===== src/rtl/usbf_txn_ctrl_if.sv =====
// Signal bundle between the SIE receive path, endpoint buffers, the TX engine and the
// transaction sequencer. master = SIE/buffer side, slave = usbf_txn_ctrl.
interface usbf_txn_ctrl_if #(
    parameter int EP_NUM = 4
);
    logic              enable_i;
    logic [7:0]        pid_i;
    logic              token_valid_i;
    logic [3:0]        token_ep_i;
    logic              data_valid_i;
    logic              data_complete_i;
    logic              data_crc_err_i;
    logic              handshake_valid_i;
    logic [EP_NUM-1:0] ep_stall_i;
    logic [EP_NUM-1:0] ep_rx_ready_i;
    logic [EP_NUM-1:0] ep_tx_ready_i;
    logic              tx_ready_i;
    logic              tx_valid_o;
    logic [7:0]        tx_pid_o;
    logic [3:0]        ep_o;
    logic              rx_commit_o;
    logic              rx_setup_o;
    logic              rx_discard_o;
    logic              tx_ack_o;
    logic [EP_NUM-1:0] rx_toggle_o;
    logic [EP_NUM-1:0] tx_toggle_o;

    modport master (
        output enable_i, pid_i, token_valid_i, token_ep_i, data_valid_i, data_complete_i,
               data_crc_err_i, handshake_valid_i, ep_stall_i, ep_rx_ready_i, ep_tx_ready_i,
               tx_ready_i,
        input  tx_valid_o, tx_pid_o, ep_o, rx_commit_o, rx_setup_o, rx_discard_o, tx_ack_o,
               rx_toggle_o, tx_toggle_o
    );

    modport slave (
        input  enable_i, pid_i, token_valid_i, token_ep_i, data_valid_i, data_complete_i,
               data_crc_err_i, handshake_valid_i, ep_stall_i, ep_rx_ready_i, ep_tx_ready_i,
               tx_ready_i,
        output tx_valid_o, tx_pid_o, ep_o, rx_commit_o, rx_setup_o, rx_discard_o, tx_ack_o,
               rx_toggle_o, tx_toggle_o
    );
endinterface


===== src/rtl/usbf_txn_ctrl.sv =====
// USB device transaction sequencer: decodes tokens, picks the handshake/data response,
// tracks per-endpoint data toggles and drives endpoint buffer commit/discard/release.
module usbf_txn_ctrl #(
    parameter int EP_NUM  = 4,
    parameter int TIMEOUT = 255
) (
    input  logic           clk_i,
    input  logic           rst_i,
    usbf_txn_ctrl_if.slave bus
);
    localparam logic [7:0] PID_OUT   = 8'hE1;
    localparam logic [7:0] PID_IN    = 8'h69;
    localparam logic [7:0] PID_SETUP = 8'h2D;
    localparam logic [7:0] PID_PING  = 8'hB4;
    localparam logic [7:0] PID_DATA0 = 8'hC3;
    localparam logic [7:0] PID_DATA1 = 8'h4B;
    localparam logic [7:0] PID_ACK   = 8'hD2;
    localparam logic [7:0] PID_NAK   = 8'h5A;
    localparam logic [7:0] PID_STALL = 8'h1E;
    localparam logic [9:0] TIMEOUT_CNT = 10'(TIMEOUT);

    typedef enum logic [2:0] {S_IDLE, S_RX_DATA, S_TX_HS, S_TX_DATA, S_WAIT_ACK} state_t;

    state_t            state_q, state_d, dec_state;
    logic [7:0]        tok_pid_q, tok_pid_d;
    logic [3:0]        ep_q, ep_d;
    logic [9:0]        cnt_q, cnt_d;
    logic              frozen_q, frozen_d;
    logic              tx_valid_q, tx_valid_d, dec_tx_valid;
    logic [7:0]        tx_pid_q, tx_pid_d, dec_tx_pid;
    logic              rx_commit_q, rx_commit_d, rx_setup_q, rx_setup_d;
    logic              rx_discard_q, rx_discard_d, tx_ack_q, tx_ack_d;
    logic [EP_NUM-1:0] rx_tog_q, rx_tog_d, tx_tog_q, tx_tog_d;
    logic              dec_setup, tok_hit, take_token, data_pid_ok;
    logic [15:0]       stall_w, rx_rdy_w, tx_rdy_w, rx_t, tx_t;

    // Per-endpoint vectors widened to 16 so the 4-bit endpoint number indexes them directly.
    assign stall_w  = 16'(bus.ep_stall_i);
    assign rx_rdy_w = 16'(bus.ep_rx_ready_i);
    assign tx_rdy_w = 16'(bus.ep_tx_ready_i);
    assign tok_hit  = bus.token_valid_i && (32'(bus.token_ep_i) < EP_NUM);
    assign data_pid_ok = (bus.pid_i == PID_DATA0) || (bus.pid_i == PID_DATA1);

    // Response to a fresh token, shared by IDLE and the RX_DATA preemption path.
    always_comb begin
        dec_state    = S_IDLE;
        dec_tx_valid = 1'b0;
        dec_tx_pid   = tx_pid_q;
        dec_setup    = 1'b0;
        case (bus.pid_i)
            PID_SETUP: begin
                dec_state = S_RX_DATA;
                dec_setup = 1'b1;
            end
            PID_OUT: dec_state = S_RX_DATA;
            PID_PING: begin
                dec_state    = S_TX_HS;
                dec_tx_valid = 1'b1;
                dec_tx_pid   = stall_w[bus.token_ep_i] ? PID_STALL :
                               rx_rdy_w[bus.token_ep_i] ? PID_ACK : PID_NAK;
            end
            PID_IN: begin
                dec_tx_valid = 1'b1;
                if (stall_w[bus.token_ep_i] || !tx_rdy_w[bus.token_ep_i]) begin
                    dec_state  = S_TX_HS;
                    dec_tx_pid = stall_w[bus.token_ep_i] ? PID_STALL : PID_NAK;
                end else begin
                    dec_state  = S_TX_DATA;
                    dec_tx_pid = tx_t[bus.token_ep_i] ? PID_DATA1 : PID_DATA0;
                end
            end
            default: ;
        endcase
    end

    always_comb begin
        state_d      = state_q;
        tok_pid_d    = tok_pid_q;
        ep_d         = ep_q;
        cnt_d        = cnt_q;
        frozen_d     = frozen_q;
        tx_valid_d   = tx_valid_q;
        tx_pid_d     = tx_pid_q;
        rx_commit_d  = 1'b0;
        rx_setup_d   = 1'b0;
        rx_discard_d = 1'b0;
        tx_ack_d     = 1'b0;
        rx_t         = 16'(rx_tog_q);
        tx_t         = 16'(tx_tog_q);
        take_token   = 1'b0;

        case (state_q)
            S_IDLE: take_token = tok_hit;
            S_RX_DATA: begin
                if (bus.data_complete_i) begin
                    state_d = S_IDLE;
                    if (bus.data_crc_err_i || !data_pid_ok) begin
                        rx_discard_d = 1'b1;
                    end else begin
                        state_d    = S_TX_HS;
                        tx_valid_d = 1'b1;
                        tx_pid_d   = PID_ACK;
                        if (tok_pid_q == PID_SETUP) begin
                            rx_commit_d = 1'b1;
                            rx_setup_d  = 1'b1;
                            rx_t[ep_q]  = 1'b1;
                        end else if (stall_w[ep_q]) begin
                            tx_pid_d     = PID_STALL;
                            rx_discard_d = 1'b1;
                        end else if (!rx_rdy_w[ep_q]) begin
                            tx_pid_d     = PID_NAK;
                            rx_discard_d = 1'b1;
                        end else if ((bus.pid_i == PID_DATA1) != rx_t[ep_q]) begin
                            rx_discard_d = 1'b1;  // duplicate: host missed our ACK
                        end else begin
                            rx_commit_d = 1'b1;
                            rx_t[ep_q]  = ~rx_t[ep_q];
                        end
                    end
                end else if (tok_hit && !frozen_q) begin
                    rx_discard_d = 1'b1;
                    take_token   = 1'b1;
                end else if (bus.data_valid_i || frozen_q) begin
                    frozen_d = 1'b1;
                end else if (cnt_q == TIMEOUT_CNT) begin
                    rx_discard_d = 1'b1;
                    state_d      = S_IDLE;
                end else begin
                    cnt_d = cnt_q + 10'd1;
                end
            end
            S_TX_HS: begin
                if (bus.tx_ready_i) begin
                    tx_valid_d = 1'b0;
                    state_d    = S_IDLE;
                end
            end
            S_TX_DATA: begin
                if (bus.tx_ready_i) begin
                    tx_valid_d = 1'b0;
                    state_d    = S_WAIT_ACK;
                    cnt_d      = 10'd0;
                end
            end
            S_WAIT_ACK: begin
                if (bus.handshake_valid_i) begin
                    state_d = S_IDLE;
                    if (bus.pid_i == PID_ACK) begin
                        tx_ack_d   = 1'b1;
                        tx_t[ep_q] = ~tx_t[ep_q];
                    end
                end else if (bus.token_valid_i || cnt_q == TIMEOUT_CNT) begin
                    state_d = S_IDLE;
                end else begin
                    cnt_d = cnt_q + 10'd1;
                end
            end
            default: state_d = S_IDLE;
        endcase

        if (take_token) begin
            tok_pid_d  = bus.pid_i;
            ep_d       = bus.token_ep_i;
            state_d    = dec_state;
            tx_valid_d = dec_tx_valid;
            tx_pid_d   = dec_tx_pid;
            cnt_d      = 10'd0;
            frozen_d   = 1'b0;
            if (dec_setup) begin
                rx_t[bus.token_ep_i] = 1'b0;
                tx_t[bus.token_ep_i] = 1'b1;
            end
        end

        rx_tog_d = rx_t[EP_NUM-1:0];
        tx_tog_d = tx_t[EP_NUM-1:0];

        if (!bus.enable_i) begin
            state_d      = S_IDLE;
            cnt_d        = 10'd0;
            frozen_d     = 1'b0;
            tx_valid_d   = 1'b0;
            rx_commit_d  = 1'b0;
            rx_setup_d   = 1'b0;
            rx_discard_d = 1'b0;
            tx_ack_d     = 1'b0;
            rx_tog_d     = '0;
            tx_tog_d     = '0;
        end
    end

    always_ff @(posedge clk_i or posedge rst_i) begin
        if (rst_i) begin
            state_q      <= S_IDLE;
            tok_pid_q    <= 8'h00;
            ep_q         <= 4'd0;
            cnt_q        <= 10'd0;
            frozen_q     <= 1'b0;
            tx_valid_q   <= 1'b0;
            tx_pid_q     <= 8'h00;
            rx_commit_q  <= 1'b0;
            rx_setup_q   <= 1'b0;
            rx_discard_q <= 1'b0;
            tx_ack_q     <= 1'b0;
            rx_tog_q     <= '0;
            tx_tog_q     <= '0;
        end else begin
            state_q      <= state_d;
            tok_pid_q    <= tok_pid_d;
            ep_q         <= ep_d;
            cnt_q        <= cnt_d;
            frozen_q     <= frozen_d;
            tx_valid_q   <= tx_valid_d;
            tx_pid_q     <= tx_pid_d;
            rx_commit_q  <= rx_commit_d;
            rx_setup_q   <= rx_setup_d;
            rx_discard_q <= rx_discard_d;
            tx_ack_q     <= tx_ack_d;
            rx_tog_q     <= rx_tog_d;
            tx_tog_q     <= tx_tog_d;
        end
    end

    assign bus.tx_valid_o   = tx_valid_q;
    assign bus.tx_pid_o     = tx_pid_q;
    assign bus.ep_o         = ep_q;
    assign bus.rx_commit_o  = rx_commit_q;
    assign bus.rx_setup_o   = rx_setup_q;
    assign bus.rx_discard_o = rx_discard_q;
    assign bus.tx_ack_o     = tx_ack_q;
    assign bus.rx_toggle_o  = rx_tog_q;
    assign bus.tx_toggle_o  = tx_tog_q;
endmodule


===== src/flat_wrapper.sv =====
// flat-port wrapper written by rule: the top's interface ports become plain ports
module usbf_txn_ctrl_flat 
#(
    parameter int EP_NUM  = 4,
    parameter int TIMEOUT = 255
)
  (clk_i, rst_i, bus_enable_i, bus_pid_i, bus_token_valid_i, bus_token_ep_i, bus_data_valid_i, bus_data_complete_i, bus_data_crc_err_i, bus_handshake_valid_i, bus_ep_stall_i, bus_ep_rx_ready_i, bus_ep_tx_ready_i, bus_tx_ready_i, bus_tx_valid_o, bus_tx_pid_o, bus_ep_o, bus_rx_commit_o, bus_rx_setup_o, bus_rx_discard_o, bus_tx_ack_o, bus_rx_toggle_o, bus_tx_toggle_o);
  usbf_txn_ctrl_if #(.EP_NUM(EP_NUM)) bus_i ();
  input  logic clk_i;
  input  logic rst_i;
  input wire logic [$bits(bus_i.enable_i)-1:0] bus_enable_i;
  input wire logic [$bits(bus_i.pid_i)-1:0] bus_pid_i;
  input wire logic [$bits(bus_i.token_valid_i)-1:0] bus_token_valid_i;
  input wire logic [$bits(bus_i.token_ep_i)-1:0] bus_token_ep_i;
  input wire logic [$bits(bus_i.data_valid_i)-1:0] bus_data_valid_i;
  input wire logic [$bits(bus_i.data_complete_i)-1:0] bus_data_complete_i;
  input wire logic [$bits(bus_i.data_crc_err_i)-1:0] bus_data_crc_err_i;
  input wire logic [$bits(bus_i.handshake_valid_i)-1:0] bus_handshake_valid_i;
  input wire logic [$bits(bus_i.ep_stall_i)-1:0] bus_ep_stall_i;
  input wire logic [$bits(bus_i.ep_rx_ready_i)-1:0] bus_ep_rx_ready_i;
  input wire logic [$bits(bus_i.ep_tx_ready_i)-1:0] bus_ep_tx_ready_i;
  input wire logic [$bits(bus_i.tx_ready_i)-1:0] bus_tx_ready_i;
  output wire logic [$bits(bus_i.tx_valid_o)-1:0] bus_tx_valid_o;
  output wire logic [$bits(bus_i.tx_pid_o)-1:0] bus_tx_pid_o;
  output wire logic [$bits(bus_i.ep_o)-1:0] bus_ep_o;
  output wire logic [$bits(bus_i.rx_commit_o)-1:0] bus_rx_commit_o;
  output wire logic [$bits(bus_i.rx_setup_o)-1:0] bus_rx_setup_o;
  output wire logic [$bits(bus_i.rx_discard_o)-1:0] bus_rx_discard_o;
  output wire logic [$bits(bus_i.tx_ack_o)-1:0] bus_tx_ack_o;
  output wire logic [$bits(bus_i.rx_toggle_o)-1:0] bus_rx_toggle_o;
  output wire logic [$bits(bus_i.tx_toggle_o)-1:0] bus_tx_toggle_o;
  assign bus_i.enable_i = bus_enable_i;
  assign bus_i.pid_i = bus_pid_i;
  assign bus_i.token_valid_i = bus_token_valid_i;
  assign bus_i.token_ep_i = bus_token_ep_i;
  assign bus_i.data_valid_i = bus_data_valid_i;
  assign bus_i.data_complete_i = bus_data_complete_i;
  assign bus_i.data_crc_err_i = bus_data_crc_err_i;
  assign bus_i.handshake_valid_i = bus_handshake_valid_i;
  assign bus_i.ep_stall_i = bus_ep_stall_i;
  assign bus_i.ep_rx_ready_i = bus_ep_rx_ready_i;
  assign bus_i.ep_tx_ready_i = bus_ep_tx_ready_i;
  assign bus_i.tx_ready_i = bus_tx_ready_i;
  assign bus_tx_valid_o = bus_i.tx_valid_o;
  assign bus_tx_pid_o = bus_i.tx_pid_o;
  assign bus_ep_o = bus_i.ep_o;
  assign bus_rx_commit_o = bus_i.rx_commit_o;
  assign bus_rx_setup_o = bus_i.rx_setup_o;
  assign bus_rx_discard_o = bus_i.rx_discard_o;
  assign bus_tx_ack_o = bus_i.tx_ack_o;
  assign bus_rx_toggle_o = bus_i.rx_toggle_o;
  assign bus_tx_toggle_o = bus_i.tx_toggle_o;
  usbf_txn_ctrl #(.EP_NUM(EP_NUM), .TIMEOUT(TIMEOUT)) u_core (.clk_i(clk_i), .rst_i(rst_i), .bus(bus_i));
endmodule

===== config.mk =====
export PLATFORM = sky130hd
export DESIGN_NAME = usbf_txn_ctrl_flat
export DESIGN_NICKNAME = d
export VERILOG_FILES = /design/src/rtl/usbf_txn_ctrl_if.sv /design/src/rtl/usbf_txn_ctrl.sv /design/src/flat_wrapper.sv
export SDC_FILE = /design/constraint.sdc
export NUM_CORES = 1
export LEC_CHECK = 0
export ABC_AREA = 1
export CORE_AREA = 2 2 79 81
export CTS_BUF_LIST = sky130_fd_sc_hd__clkbuf_8
export DETAILED_ROUTE_END_ITERATION = 10
export DIE_AREA = 0 0 81 83
export PLACE_DENSITY = 0.8
export SYNTH_ARGS = -nofsm -noshare
export SYNTH_HDL_FRONTEND = slang
export SYNTH_SLANG_ARGS = --single-unit

===== constraint.sdc =====
create_clock -name clk_i -period 1.92 [get_ports clk_i]
set_clock_uncertainty 0.05 [all_clocks]
set_input_delay 0.288 -clock clk_i [delete_from_list [all_inputs] [get_ports clk_i]]
set_output_delay 0.288 -clock clk_i [all_outputs]
set_load 0.01 [all_outputs]

# Yosys cells after proc, flatten, opt, wreduce, memory -nomap -nowiden
# Cells that the tools add are included.
dict set report word_totals {
  register_bits 47
  input_bits 33
  output_inout_bits 25
  wordCells 206
}
dict set report classes {
  add_sub_neg 1
  n_lt_le_gt_ge 5
  eq_ne 38
  mux 120
  bitwise_logic 6
  n_reduce_logical 23
}
# op count
set op_table {}
lappend op_table {{$mux W10} 9}
lappend op_table {{$mux W8} 11}
lappend op_table {{$mux W16} 5}
lappend op_table {{$mux W1} 54}
lappend op_table {{$mux W4} 11}
lappend op_table {{$ne A4 B3 Y1 const B} 10}
lappend op_table {{$bmux W1 S4} 8}
lappend op_table {{$bwmux W16} 2}
lappend op_table {{$eq A8 B8 Y1 const B} 4}
lappend op_table {{$mux W3} 10}
lappend op_table {{$pmux W10 S3} 1}
lappend op_table {{$eq A8 B6 Y1 const B} 2}
lappend op_table {{$eq A8 B7 Y1 const B} 2}
lappend op_table {{$or A16 B16 Y16} 1}
lappend op_table {{$pmux W8 S2} 1}
lappend op_table {{$pmux W3 S5} 1}
lappend op_table {{$reduce_and A4 Y1} 3}
lappend op_table {{$add A10 B1 Y10 const B} 1}
lappend op_table {{$eq A10 B8 Y1 const B} 1}
lappend op_table {{$lt A4 B5 Y1 const B} 2}
lappend op_table {{$ne A5 B3 Y1 const B} 2}
lappend op_table {{$ne A5 B4 Y1 const B} 2}
lappend op_table {{$ne A3 B2 Y1 const B} 3}
lappend op_table {{$pmux W3 S3} 1}
lappend op_table {{27 further kinds} 46}

# Logic depth before layout (Yosys ltp)
# Gate-level depths: netlist of run 1.
dict set report logic_depth {
  ltp_word 17
  depth_mapped 14
  mapped_depth_nobuf 14
}

# Least setup slack after synthesis of run 1
# No wires, ideal clock.
dict set report synth_path {
  kind {register to register}
  start {register u_core.cnt_q[0]}
  end {register u_core.cnt_q[6]}
  setup_ns 0.118
  arrival_time_ns 1.592
  required_ns 1.752
  setup_slack_ns 0.160
  stages_incl_launch_ff 14
  n_path_buf 1
  synth_period_minus_slack_ns 1.760
  path_cell_list {dfrtp_1 > ha_1 > nand2_1 > inv_2 > nand4_2 > nor2_2 > nand3_1 > nand2_1 > nand2_2 > o211ai_4 > nand2_4 > buf_6 > nand2_1 > o21ai_2}
}
dict set report synth_between {
  elab_chain_cells 8
  word_cells_on_any_way 15
  cone_classes {1 x add/sub; 3 x eq/ne; 9 x mux; 2 x reduce/logical}
}
# item line
set synth_rtl {}
lappend synth_rtl {{start, declared} usbf_txn_ctrl.sv:27} ;# logic [9:0] cnt_q, cnt_d;
lappend synth_rtl {{start signal, assigned} usbf_txn_ctrl.sv:211} ;# cnt_q <= cnt_d;
lappend synth_rtl {{$add A10 B1 Y10} {usbf_txn_ctrl.sv:129, usbf_txn_ctrl.sv:155}}
lappend synth_rtl {{$mux W10} usbf_txn_ctrl.sv:125} ;# end else if (cnt_q == TIMEOUT_CNT) begin
lappend synth_rtl {{$mux W10} usbf_txn_ctrl.sv:123} ;# end else if (bus.data_valid_i || frozen_q) begin
lappend synth_rtl {{$mux W10} usbf_txn_ctrl.sv:120} ;# end else if (tok_hit && !frozen_q) begin
lappend synth_rtl {{$mux W10} usbf_txn_ctrl.sv:95} ;# if (bus.data_complete_i) begin
lappend synth_rtl {{$pmux W10 S3} usbf_txn_ctrl.sv:92} ;# case (state_q)
lappend synth_rtl {{$mux W10} usbf_txn_ctrl.sv:161} ;# if (take_token) begin
lappend synth_rtl {{$mux W10} usbf_txn_ctrl.sv:178} ;# if (!bus.enable_i) begin
# Several ways; a longest one is shown, not always the timed one. The select of a mux whose other input is x is not followed.
# A chain may end at the register's enable or synchronous reset.

# Worst setup path in the final report of run 1
dict set report layout_path {
  start {register u_core.ep_q[0], in the netlist u_core.bus.ep_o[0]}
  end {register u_core.tx_pid_q[3], in the netlist u_core.bus.tx_pid_o[3]}
}
dict set report layout_between {
  elab_chain_cells 17
  word_cells_on_any_way 31
  cone_classes {2 x order compare; 26 x mux; 2 x bitwise; 1 x reduce/logical}
}
# item line
set layout_rtl {}
lappend layout_rtl {{start, declared} usbf_txn_ctrl.sv:26} ;# logic [3:0] ep_q, ep_d;
lappend layout_rtl {{start signal, assigned} usbf_txn_ctrl.sv:210} ;# ep_q <= ep_d;
lappend layout_rtl {{$lt A4 B5 Y1 (not written as such) / $ge A4 B1 Y1 (equally long branches)} usbf_txn_ctrl.sv:150} ;# tx_t[ep_q] = ~tx_t[ep_q];
lappend layout_rtl {{$logic_and A1 B1 Y1 (not written as such)} usbf_txn_ctrl.sv:150}
lappend layout_rtl {{$mux W1 (not written as such)} usbf_txn_ctrl.sv:150}
lappend layout_rtl {{$demux W1 S4} n/a}
lappend layout_rtl {{$bwmux W16} usbf_txn_ctrl.sv:150}
lappend layout_rtl {{$mux W16} usbf_txn_ctrl.sv:148} ;# if (bus.pid_i == PID_ACK) begin
lappend layout_rtl {{$mux W16} usbf_txn_ctrl.sv:146} ;# if (bus.handshake_valid_i) begin
lappend layout_rtl {{$mux W16} usbf_txn_ctrl.sv:92}
lappend layout_rtl {{$or A16 B16 Y16 (no line)} n/a}
lappend layout_rtl {{$mux W16} usbf_txn_ctrl.sv:169} ;# if (dec_setup) begin
lappend layout_rtl {{$mux W16} usbf_txn_ctrl.sv:161}
lappend layout_rtl {{$bmux W1 S4} usbf_txn_ctrl.sv:69} ;# dec_tx_pid = tx_t[bus.token_ep_i] ? PID_DATA1 : PID_DATA0;
lappend layout_rtl {{$mux W1 (not written as such)} usbf_txn_ctrl.sv:69}
lappend layout_rtl {{$mux W8} usbf_txn_ctrl.sv:69}
lappend layout_rtl {{$mux W8} usbf_txn_ctrl.sv:64} ;# if (stall_w[bus.token_ep_i] || !tx_rdy_w[bus.token_ep_i]) begin
lappend layout_rtl {{$pmux W8 S2} usbf_txn_ctrl.sv:50} ;# case (bus.pid_i)
lappend layout_rtl {{$mux W8 (*)} usbf_txn_ctrl.sv:161}
lappend layout_rtl {{end signal, assigned} usbf_txn_ctrl.sv:214} ;# tx_pid_q <= tx_pid_d;
lappend layout_rtl {{end, declared} usbf_txn_ctrl.sv:30} ;# logic [7:0] tx_pid_q, tx_pid_d, dec_tx_pid;
# Every way passes the cells marked *; elsewhere a longest branch is shown, timed or not. The select of a mux whose other input is x is not followed.

==> results of run 1 <==
-- per-stage QoR --
stage | hold slack (ns) | setup slack (ns) | cell area [um2]
2_1_floorplan | 0.355 | 0.160 | 3050
3_3_place_gp | 0.405 | -0.236 | 4050
3_5_place_dp | 0.411 | -0.317 | 4050
4_1_cts | 0.315 | 0.00388 | 4180
5_1_grt | 0.307 | -0.0956 | 4440
6_report | 0.294 | 0.0246 | 4440
-- what timing repair did --
action	in CTS	in global routing
endpoints found under the setup margin	2	26
setup buffers	0	9
pin swaps	0	22
resized for setup	4	51
cloned	0	2
-- logic make-up after synthesis --
logic type      Yosys count  synth area share
simple gates            272             0.412
buf+inv                  65            0.0870
compound gates           49             0.110
flops                    46             0.378
xor+xnor                  3           0.00862
fa+ha+maj                 1           0.00410
other cells               1           0.00123
-- cell usage after synthesis (2+ instances only) --
cell | instances | share of area
sky130_fd_sc_hd__nand2_4 | 2 | 0.0074
sky130_fd_sc_hd__o211ai_1 | 6 | 0.015
sky130_fd_sc_hd__nand3_2 | 3 | 0.0099
sky130_fd_sc_hd__nor3_1 | 11 | 0.018
sky130_fd_sc_hd__nand2_2 | 4 | 0.0082
sky130_fd_sc_hd__o21ai_2 | 3 | 0.0086
sky130_fd_sc_hd__inv_2 | 13 | 0.016
sky130_fd_sc_hd__a22oi_1 | 4 | 0.0099
sky130_fd_sc_hd__dfrtp_1 | 46 | 0.38
sky130_fd_sc_hd__buf_6 | 2 | 0.0074
sky130_fd_sc_hd__a21oi_1 | 7 | 0.011
sky130_fd_sc_hd__clkinv_1 | 2 | 0.0025
sky130_fd_sc_hd__buf_2 | 2 | 0.0033
sky130_fd_sc_hd__o21ai_1 | 3 | 0.0049
sky130_fd_sc_hd__nor2_2 | 6 | 0.012
sky130_fd_sc_hd__o21ai_0 | 14 | 0.023
sky130_fd_sc_hd__nor2_1 | 55 | 0.068
sky130_fd_sc_hd__nand2_1 | 123 | 0.15
sky130_fd_sc_hd__xor2_1 | 2 | 0.0057
sky130_fd_sc_hd__a31oi_1 | 2 | 0.0041
sky130_fd_sc_hd__nand4_1 | 12 | 0.025
sky130_fd_sc_hd__nand3_1 | 45 | 0.074
sky130_fd_sc_hd__inv_1 | 44 | 0.054
sky130_fd_sc_hd__nor2_4 | 5 | 0.018
-- final cells by class --
cell class	count	share of cell area
flip-flops and latches	46	0.260
well taps	75	0.0212
repair buffers	116	0.234
inverters	59	0.0499
clock buffers	5	0.0155
multi-input cells	328	0.409
clock inverters	3	0.00987
-- layout by cell type, fill, tap and decap left out, types with 2 or more instances in the layout --
| cell type | count |
|---|---|
| sky130_fd_sc_hd__xor2_1 | 2 |
| sky130_fd_sc_hd__dfrtp_1 | 44 |
| sky130_fd_sc_hd__nor2_2 | 11 |
| sky130_fd_sc_hd__nor3_1 | 11 |
| sky130_fd_sc_hd__clkbuf_8 | 5 |
| sky130_fd_sc_hd__nand4_1 | 12 |
| sky130_fd_sc_hd__a22oi_1 | 3 |
| sky130_fd_sc_hd__nand2_2 | 13 |
| sky130_fd_sc_hd__o21ai_0 | 11 |
| sky130_fd_sc_hd__o211ai_1 | 6 |
| sky130_fd_sc_hd__clkinv_1 | 3 |
| sky130_fd_sc_hd__buf_6 | 2 |
| sky130_fd_sc_hd__nand3_2 | 10 |
| sky130_fd_sc_hd__inv_2 | 13 |
| sky130_fd_sc_hd__a31oi_1 | 2 |
| sky130_fd_sc_hd__a21oi_1 | 4 |
| sky130_fd_sc_hd__nand2_1 | 114 |
| sky130_fd_sc_hd__dlymetal6s2s_1 | 3 |
| sky130_fd_sc_hd__buf_4 | 57 |
| sky130_fd_sc_hd__dfrtp_2 | 2 |
| sky130_fd_sc_hd__a21oi_2 | 4 |
| sky130_fd_sc_hd__a22oi_2 | 2 |
| sky130_fd_sc_hd__inv_1 | 43 |
| sky130_fd_sc_hd__o21ai_2 | 5 |
| sky130_fd_sc_hd__nand2_4 | 3 |
| sky130_fd_sc_hd__nor2_1 | 44 |
| sky130_fd_sc_hd__nor2_4 | 12 |
| sky130_fd_sc_hd__o21ai_1 | 4 |
| sky130_fd_sc_hd__clkdlybuf4s50_1 | 53 |
| sky130_fd_sc_hd__nand3_1 | 38 |
-- sequential cells by signal, summed over array words and instances (netlist names), 3 cells and up --
name and cells:
u_core.bus.rx_toggle_o 4, u_core.cnt_q 10, u_core.bus.tx_pid_o 7, u_core.state_q 3
u_core.tok_pid_q 8, u_core.bus.tx_toggle_o 4, u_core.bus.ep_o 4
-- critical path: stages, from the launching register on --
cell and delay (ns):
sky130_fd_sc_hd__dfrtp_2 0.45, sky130_fd_sc_hd__buf_4 0.15, sky130_fd_sc_hd__inv_2 0.05, sky130_fd_sc_hd__nor2_4 0.21, sky130_fd_sc_hd__inv_2 0.05, sky130_fd_sc_hd__nor2_2 0.16
sky130_fd_sc_hd__nand2_1 0.07, sky130_fd_sc_hd__nand2_1 0.06, sky130_fd_sc_hd__nand3_1 0.10, sky130_fd_sc_hd__nand2_1 0.08, sky130_fd_sc_hd__nand2_1 0.08, sky130_fd_sc_hd__o21bai_4 0.14
sky130_fd_sc_hd__nand2_1 0.07, sky130_fd_sc_hd__nand2_1 0.05, sky130_fd_sc_hd__nand2_1 0.04
-- metal layers --
layer	GRT usage	wire length, um
met1	0.349	3750
met4	0.0847	281
met2	0.462	4570
met5	0	0
met3	0.0391	571
-- power by group --
part	switching, W	leakage (nW)	internal (W)
Sequential	0.0000543	0.607	0.00105
Combinational	0.000418	1.42	0.000359
Clock	0.000344	0.0585	0.000391
Total	0.000816	2.09	0.00180
-- worst paths after layout --
check                           depth (start not counted)                     end  slack [ns]
worst max-delay path                                   14  u_core.bus.tx_pid_o[3]        0.02
worst min-delay path                                    3         u_core.cnt_q[2]        0.29
worst max register to register                         14  u_core.bus.tx_pid_o[3]        0.02
worst min register to register                          2     u_core.tok_pid_q[3]        0.43
max in group asynchronous                               3      u_core.bus.ep_o[1]        1.29
min in group clk_i                                      3      u_core.bus.ep_o[1]        0.29
==> out/metrics.sh, run 1 <==
STD_CELL_ROWS=28
CTS_ROOT_BUFFER='sky130_fd_sc_hd__clkbuf_8'
INITIAL_ANTENNA_VIOLATION_COUNT=0
ROUTE.FINAL.WIRE_LENGTH_UM=9170
CLK_PATH_BUF_DEPTH=2
REPORT.FINAL.SETUP_VIOL=0
TOTAL_CONGESTION_OVERFLOW=0
PLACEMENT.IO_BUFFERS=56
DIEWIDTH_UM=81
POSTSYNTH.ASYNCRESETSHARE=1.00
FINALNETCOUNT=590
FINAL-MAX-SLEW-VIOLATION-COUNT=0
ANTENNADIODECOUNT=0
GLOBAL_ROUTE_WIRE_LENGTH_BEFORE_REPAIR_UM=14400
CTS_BUFFERS=5
PLACEABLECOREAREA_UM2=5820
FINALCRITPERIODSHARE=0.987
GR-USAGE-ALL-LAYERS=0.271
VIA_COUNT=3420
WORST_IR_DROP_VDD_uV=438
TRITONCTS_NUM_SINKS=46
SYNTH_SEQUENTIAL_AREA_RATIO=0.378
DRT-INITIAL-DRC-COUNT=191
CTS_TREE='done'
POST-ROUTE-UTIL=0.763
AVGSYNTHCELLAREA_UM2=6.97
CRITICALPATHCATEGORY='flop to flop'
TOTAL_DIE_AREA_UM2=6720
CLOCK_LATENCY_NS=0.30
GRT_START_MAX_NET_PINS=47
RSZ_0062_RAISED_AFTER_GLOBAL_ROUTING='yes'
CTS_HTREE_LEVELS=2
STDCELL_COUNT=632
DP_CELLS=613
NETLIST_AREA_UM2=3050
DRIVE_ABOVE_1_SHARE=0.269
REGAREA_UM2=1150
DRT_PASS1_ITERATIONS=5
POSTSYNTHNETCOUNT=471
YS_DOMINANT_REG_CELL='sky130_fd_sc_hd__dfrtp_1'
WORST_SETUP_HOLD_PATH_CLK_SLEW_NS=0.09
CRITICAL_PATH_ARRIVAL_NS=2.04
FILLERINSTANCES=438
ENDPOINT_KIND='flop'
WORST-ENDPOINT-REQUIRED_NS=2.06
HOLDCRITPATHCLASS='input pin to asynchronous set/reset pin'
SYNTH_CELL_TYPE_COUNT=45
TIMING.SETUP.TNS_NS=0
IO_PINS=58
SYN_INST=437
GRT_PASS1_VIAS=3190
FINALHOLDVIOLCOUNT=0
ROUTABILITYCONGESTION=0.921
YOSYS_REGISTER_BITS=46
FINAL.MIN_CLOCK_PERIOD_NS=1.90
TOTALPOWERFINAL_W=0.00261
DETAILEDPLACEMENTHPWL_UM=6840
YOSYS_WARNINGS=0
SYNTHTOLAYOUTAREAGROWTH_PCT=45.6
POWER-PER-CELL-AREA_nW_PER_UM2=589
CRITPATHLAUNCHTYPE='flop'
POSTCTSHOLDBUFS=0
CAP_VIOLATIONS=0
WORST-PATH-MAX-FANOUT=6
R2R_START='u_core.bus.ep_o[0]'
DIE_HEIGHT_UM=83
INITIAL_CORE_UTIL=0.524
SYNTH_ENABLE_FLOP_CELLS=0
MULTIINPUTGATEAREA_UM2=1820
RUN_STATUS='finished clean'
DRC=0
AVGVIACOUNTPERCELL=5.41
FMAX_GHz=0.528
CRIT_START='u_core.bus.ep_o[0]'
WL_PER_CELL_UM=14.5
ANTENNA_LEFT=0
P_LEAK_nW=2.09
Note: power is estimated with default switching activity, not from simulation.
==> inputs of run 2 (changes only) <==
Settings changed: CORE_AREA 2 2 79 81 to 2 2 86 88, DIE_AREA 0 0 81 83 to 0 0 88 90, PLACE_DENSITY 0.8 to 0.69, SETUP_SLACK_MARGIN set to 0.05.
==> out/metrics.sh, run 2 (same netlist as run 1, synthesis figures left out) <==
FINALHOLDVIOLCOUNT=0
ANTENNADIODECOUNT=0
GRT_PASS1_VIAS=3284
AVGVIACOUNTPERCELL=5.23
CRITICALPATHCATEGORY='flop to flop'
GRT_START_MAX_NET_PINS=28
FMAX_GHz=0.537
CAP_VIOLATIONS=0
DRT_PASS1_ITERATIONS=5
POWER-PER-CELL-AREA_nW_PER_UM2=556
DRIVE_ABOVE_1_SHARE=0.347
DRT-INITIAL-DRC-COUNT=172
IO_PINS=58
FINALCRITPERIODSHARE=0.969
REGAREA_UM2=1160
CRIT_START='u_core.state_q[0]'
FINAL-MAX-SLEW-VIOLATION-COUNT=0
RUN_STATUS='finished clean'
WORST_SETUP_HOLD_PATH_CLK_SLEW_NS=0.08
PLACEMENT.IO_BUFFERS=56
CTS_ROOT_BUFFER='sky130_fd_sc_hd__clkbuf_8'
P_LEAK_nW=2.27
WORST-PATH-MAX-FANOUT=4
GLOBAL_ROUTE_WIRE_LENGTH_BEFORE_REPAIR_UM=14700
POST-ROUTE-UTIL=0.678
TIMING.HOLD.WORST.START='bus_pid_i[6]'
CTS_TREE='done'
ANTENNA_LEFT=0
REPORT.FINAL.SETUP_VIOL=0
WL_PER_CELL_UM=14.5
MULTIINPUTGATEAREA_UM2=1940
GR-USAGE-ALL-LAYERS=0.232
FINAL.MIN_CLOCK_PERIOD_NS=1.86
R2R_START='u_core.state_q[0]'
RSZ_0062_RAISED_AFTER_GLOBAL_ROUTING='yes'
ROUTABILITYCONGESTION=0.949
CTS_BUFFERS=5
DIEWIDTH_UM=88
SYNTHTOLAYOUTAREAGROWTH_PCT=56.1
WORST-ENDPOINT-REQUIRED_NS=2.06
INITIAL_CORE_UTIL=0.434
CRITPATHLAUNCHTYPE='flop'
STD_CELL_ROWS=31
DETAILEDPLACEMENTHPWL_UM=7010
FILLERINSTANCES=582
CLK_PATH_BUF_DEPTH=2
LARGEST_REGISTER_FF_COUNT=10
MAX_FLOP_REGISTER='u_core.cnt_q'
POSTCTSHOLDBUFS=0
DIE_HEIGHT_UM=90
CRITICAL_PATH_ARRIVAL_NS=2.00
INITIAL_ANTENNA_VIOLATION_COUNT=0
ENDPOINT_KIND='flop'
TOTALPOWERFINAL_W=0.00265
PLACEABLECOREAREA_UM2=7020
HOLDCRITPATHCLASS='input pin to flop'
ROUTE.FINAL.WIRE_LENGTH_UM=9810
WORST_IR_DROP_VDD_uV=380
MOST-COMMON-LAYOUT-CELLS='105 x sky130_fd_sc_hd__nand2_1, 74 x sky130_fd_sc_hd__buf_4, 47 x sky130_fd_sc_hd__clkdlybuf4s50_1, 42 x sky130_fd_sc_hd__inv_1, 42 x sky130_fd_sc_hd__dfrtp_1'
TOTAL_DIE_AREA_UM2=7920
VIA_COUNT=3538
DRC=0
CTS_HTREE_LEVELS=2
MOSTFREQUENTLAYOUTCELL='sky130_fd_sc_hd__nand2_1'
FINALNETCOUNT=610
TOTAL_CONGESTION_OVERFLOW=0
TRITONCTS_NUM_SINKS=46
CLOCK_LATENCY_NS=0.30
run 2: cell count changes in the layout (fill, tap and decap cells not counted), sizes merged:
| cell | delta |
|---|---|
| clkinv | -2 |
| dlymetal6s2s | +6 |
| clkdlybuf4s50 | -6 |
| buf | +20 |
| inv | +2 |
run 2: metrics by stage:
stage	cell area [um2]	hold WS, ns	setup TNS (ns)	instances	worst slack [ns]
after floorplan	3050	0.355	0	437	0.160
after global routing	4760	0.246	-0.218	676	-0.0600
after global placement	4120	0.408	-3.73	642	-0.274
final	4760	0.211	0	676	0.0592
after detailed placement	4120	0.410	-4.67	642	-0.297
after CTS	4240	0.287	0	651	0.0198
run 2: power breakdown:
part	internal, W	switching (W)	total [W]
Combinational	0.000401	0.000443	0.000844
Sequential	0.00105	0.0000565	0.00110
Clock	0.000379	0.000319	0.000698
Total	0.00183	0.000819	0.00265
run 2: worst max-delay path, cell delays in order (launching register included):
cell,delay (ns)
sky130_fd_sc_hd__dfrtp_2,0.45
sky130_fd_sc_hd__inv_2,0.10
sky130_fd_sc_hd__nand2_1,0.05
sky130_fd_sc_hd__nor2_1,0.11
sky130_fd_sc_hd__nand2_1,0.11
sky130_fd_sc_hd__nor2_4,0.14
sky130_fd_sc_hd__buf_4,0.12
sky130_fd_sc_hd__nand3_1,0.10
sky130_fd_sc_hd__nand3_2,0.11
sky130_fd_sc_hd__nand2_1,0.07
sky130_fd_sc_hd__nand3_1,0.12
sky130_fd_sc_hd__o21bai_2,0.08
sky130_fd_sc_hd__nand3_1,0.07
sky130_fd_sc_hd__nand2_1,0.06
run 2: area by class of cell:
type | count | area share
flip-flops and latches | 46 | 0.243
repair buffers | 136 | 0.255
well taps | 99 | 0.0260
clock buffers | 5 | 0.0145
multi-input cells | 328 | 0.407
clock inverters | 3 | 0.00789
inverters | 59 | 0.0465
run 2: path summary, 6_finish.rpt:
check | end | slack, ns | cells after the start
min reg2reg | u_core.bus.tx_pid_o[1] | 0.44 | 1
min in group asynchronous | u_core.bus.tx_ack_o | 0.27 | 2
max in group asynchronous | u_core.bus.ep_o[1] | 1.02 | 3
max | u_core.bus.tx_pid_o[7] | 0.06 | 13
min | u_core.tok_pid_q[6] | 0.21 | 3
max reg2reg | u_core.bus.tx_pid_o[7] | 0.06 | 13
run 2: routing by layer:
metal,vias up,track usage,share of wire
met2,134,0.393,0.51
met1,1671,0.296,0.40
met3,35,0.0404,0.048
met4,0,0.0718,0.036
met5,-,0,0
li1,1698,-,-
run 2: what timing repair did:
item | CTS | global route
resized for setup | 4 | 94
pin swaps | 0 | 36
setup buffers | 1 | 23
gates cloned | 0 | 2
setup endpoints to repair | 11 | 29
==> inputs of run 3 (changes only) <==
Settings changed: CORE_AREA 2 2 86 88 to 2 2 79 81, CTS_CLUSTER_DIAMETER set to 150, DIE_AREA 0 0 88 90 to 0 0 81 83, PLACE_DENSITY 0.69 to 0.8.
==> out/metrics.sh, run 3 (same netlist as run 1, synthesis figures left out) <==
POSTCTSHOLDBUFS=0
SYNTHTOLAYOUTAREAGROWTH_PCT=54.0
CRITICAL_PATH_ARRIVAL_NS=2.04
ANTENNA_LEFT=0
TOTALPOWERFINAL_W=0.00271
AVGVIACOUNTPERCELL=5.65
WORST-PATH-MAX-FANOUT=5
WORST_SETUP_HOLD_PATH_CLK_SLEW_NS=0.09
IO_PINS=58
DRT_PASS1_ITERATIONS=7
SWITCHING_POWER_W=0.000860
PLACEMENT.IO_BUFFERS=56
FINALNETCOUNT=604
ROUTE.FINAL.WIRE_LENGTH_UM=10200
CTS_HTREE_LEVELS=2
TIMING.SETUP.TNS_NS=0
LARGEST_REGISTER_FF_COUNT=10
CTS_ROOT_BUFFER='sky130_fd_sc_hd__clkbuf_8'
WORST-ENDPOINT-REQUIRED_NS=2.06
GR-USAGE-ALL-LAYERS=0.280
RUN_STATUS='finished clean'
WL_PER_CELL_UM=15.8
CRITPATHLAUNCHTYPE='flop'
CRITICALPATHCATEGORY='flop to flop'
DRIVE_ABOVE_1_SHARE=0.342
STD_CELL_ROWS=28
MULTIINPUTGATEAREA_UM2=1940
GLOBAL_ROUTE_WIRE_LENGTH_BEFORE_REPAIR_UM=15000
ANTENNADIODECOUNT=0
MOST-COMMON-LAYOUT-CELLS='103 x sky130_fd_sc_hd__nand2_1, 69 x sky130_fd_sc_hd__buf_4, 49 x sky130_fd_sc_hd__clkdlybuf4s50_1, 43 x sky130_fd_sc_hd__dfrtp_1, 41 x sky130_fd_sc_hd__nor2_1'
REPORT.FINAL.SETUP_VIOL=0
INITIAL_CORE_UTIL=0.524
CTS_BUFFERS=5
ROUTABILITYCONGESTION=0.921
INITIAL_ANTENNA_VIOLATION_COUNT=0
TOTAL_DIE_AREA_UM2=6720
SHARE_SEQ_OF_TOTAL_POWER=0.407
GRT_PASS1_VIAS=3296
MAX_FLOP_REGISTER='u_core.cnt_q'
WHS_NS=0.240
TIMING.CRITICAL_PATH.MAX_DELAY_FAMILY='simple AND/OR/NAND/NOR gates'
CLOCK_LATENCY_NS=0.30
DP_CELLS=613
HOLDCRITPATHCLASS='input pin to flop'
POWER-PER-CELL-AREA_nW_PER_UM2=576
INTERNAL_POWER_W=0.00185
TRITONCTS_NUM_SINKS=46
SWITCHING_SHARE=0.318
CRIT_PATH_CELL_TRACE='buf_12 -> nand2_2 -> inv_2 -> a22oi_2 -> nand2_2 -> nand2_2 -> nand2_2 -> nand2_4 -> nand3_1 -> nand2_1 -> nand2_1 -> nand2_1 -> a21oi_2'
DIE_HEIGHT_UM=83
CRITPATHMAXSTAGEDELAY_NS=0.45
RSZ_0062_RAISED_AFTER_GLOBAL_ROUTING='yes'
FMAX_GHz=0.526
CP.BUFFERS_INVERTERS=2
WORST_PATH_MAX_DELAY_CELL='sky130_fd_sc_hd__dfrtp_2'
CAP_VIOLATIONS=0
DIEWIDTH_UM=81
PRECTSSETUPSLACK_NS=-0.317
SHARE_CLK_OF_TOTAL_POWER=0.276
SETUP_WS_NS=0.0202
CTS_TREE='done'
TOTAL_CONGESTION_OVERFLOW=0
VIA_COUNT=3650
FINAL.MIN_CLOCK_PERIOD_NS=1.90
DRT-INITIAL-DRC-COUNT=297
GRT_START_MAX_NET_PINS=47
STDCELL_COUNT=646
PLACEABLECOREAREA_UM2=5820
FILLERINSTANCES=368
CP_COMMON_CELL='sky130_fd_sc_hd__nand2_2'
WORST_IR_DROP_VDD_uV=399
P_LEAK_nW=2.23
CLK_PATH_BUF_DEPTH=2
DETAILEDPLACEMENTHPWL_UM=6840
COMBINATIONALPOWERSHARE=0.317
FINALCRITPERIODSHARE=0.989
DRC=0
REGAREA_UM2=1150
MOSTFREQUENTLAYOUTCELL='sky130_fd_sc_hd__nand2_1'
FINALHOLDVIOLCOUNT=0
FINAL-MAX-SLEW-VIOLATION-COUNT=0
ENDPOINT_KIND='flop'
## run 3: cell types whose count changed in the layout (fill, tap and decap cells not counted), moves of 2 or more
cell / delta
sky130_fd_sc_hd__buf_6: -3
sky130_fd_sc_hd__inv_1: -2
sky130_fd_sc_hd__clkdlybuf4s50_1: +2
sky130_fd_sc_hd__nand2_4: +2
sky130_fd_sc_hd__dlymetal6s2s_1: -3
sky130_fd_sc_hd__buf_12: +2
sky130_fd_sc_hd__o21ai_0: -2
sky130_fd_sc_hd__nand2_1: -2
sky130_fd_sc_hd__buf_4: -5
## run 3: final timing paths
kind	startpoint	to	slack [ns]	cells past startpoint
max	u_core.bus.ep_o[1]	u_core.bus.rx_toggle_o[0]	0.02	13
min	bus_pid_i[7]	u_core.tok_pid_q[7]	0.24	3
max reg2reg	u_core.bus.ep_o[1]	u_core.bus.rx_toggle_o[0]	0.02	13
min reg2reg	u_core.bus.tx_pid_o[1]	u_core.bus.tx_pid_o[1]	0.44	1
max in group asynchronous	rst_i	u_core.bus.ep_o[0]	1.30	3
min in group asynchronous	rst_i	u_core.bus.tx_ack_o	0.29	3
## run 3: metal layers
metal	GRT usage	share of wire
met5	0	0
met4	0.0894	0.041
met3	0.0402	0.077
met2	0.482	0.50
met1	0.358	0.38
## run 3: power by group through the flow
stage / registers, W / clock network (W) / logic [W]
final: 0.00110 / 0.000746 / 0.000858
after global routing: 0.00111 / 0.000800 / 0.000919
after global placement: 0.00111 / 0 / 0.000661
after detailed placement: 0.00112 / 0 / 0.000674
after CTS: 0.00110 / 0.000743 / 0.000731
after floorplan: 0.00113 / 0 / 0.000324
## run 3: worst reg2reg max path, delay by kind of cell, from the launching register on
family                 cells  cell delay (ns)
AO/OA/AOI/OAI              2             0.23
buffers and inverters      2             0.23
flip-flops                 1             0.45
AND/OR/NAND/NOR            9             0.83
## run 3: layout make-up
cell class / instances / share of cell area
Clock inverter: 3 / 0.00933
Inverter: 59 / 0.0472
Timing Repair Buffer: 130 / 0.250
Multi-Input combinational cell: 328 / 0.412
Sequential cell: 46 / 0.246
Tap cell: 75 / 0.0200
Clock buffer: 5 / 0.0147
## run 3: metrics by stage
step           utilization  instance area [um2]
6_report             0.807                 4690
5_1_grt              0.807                 4690
4_1_cts              0.742                 4310
3_5_place_dp         0.697                 4050
3_3_place_gp         0.697                 4050
2_1_floorplan            -                 3050
## run 3: timing repair
item / CTS / global route
gates cloned: 0 / 2
pin swaps: 10 / 34
gates resized for setup: 16 / 79
setup endpoints to repair: 6 / 28
setup buffers: 12 / 11
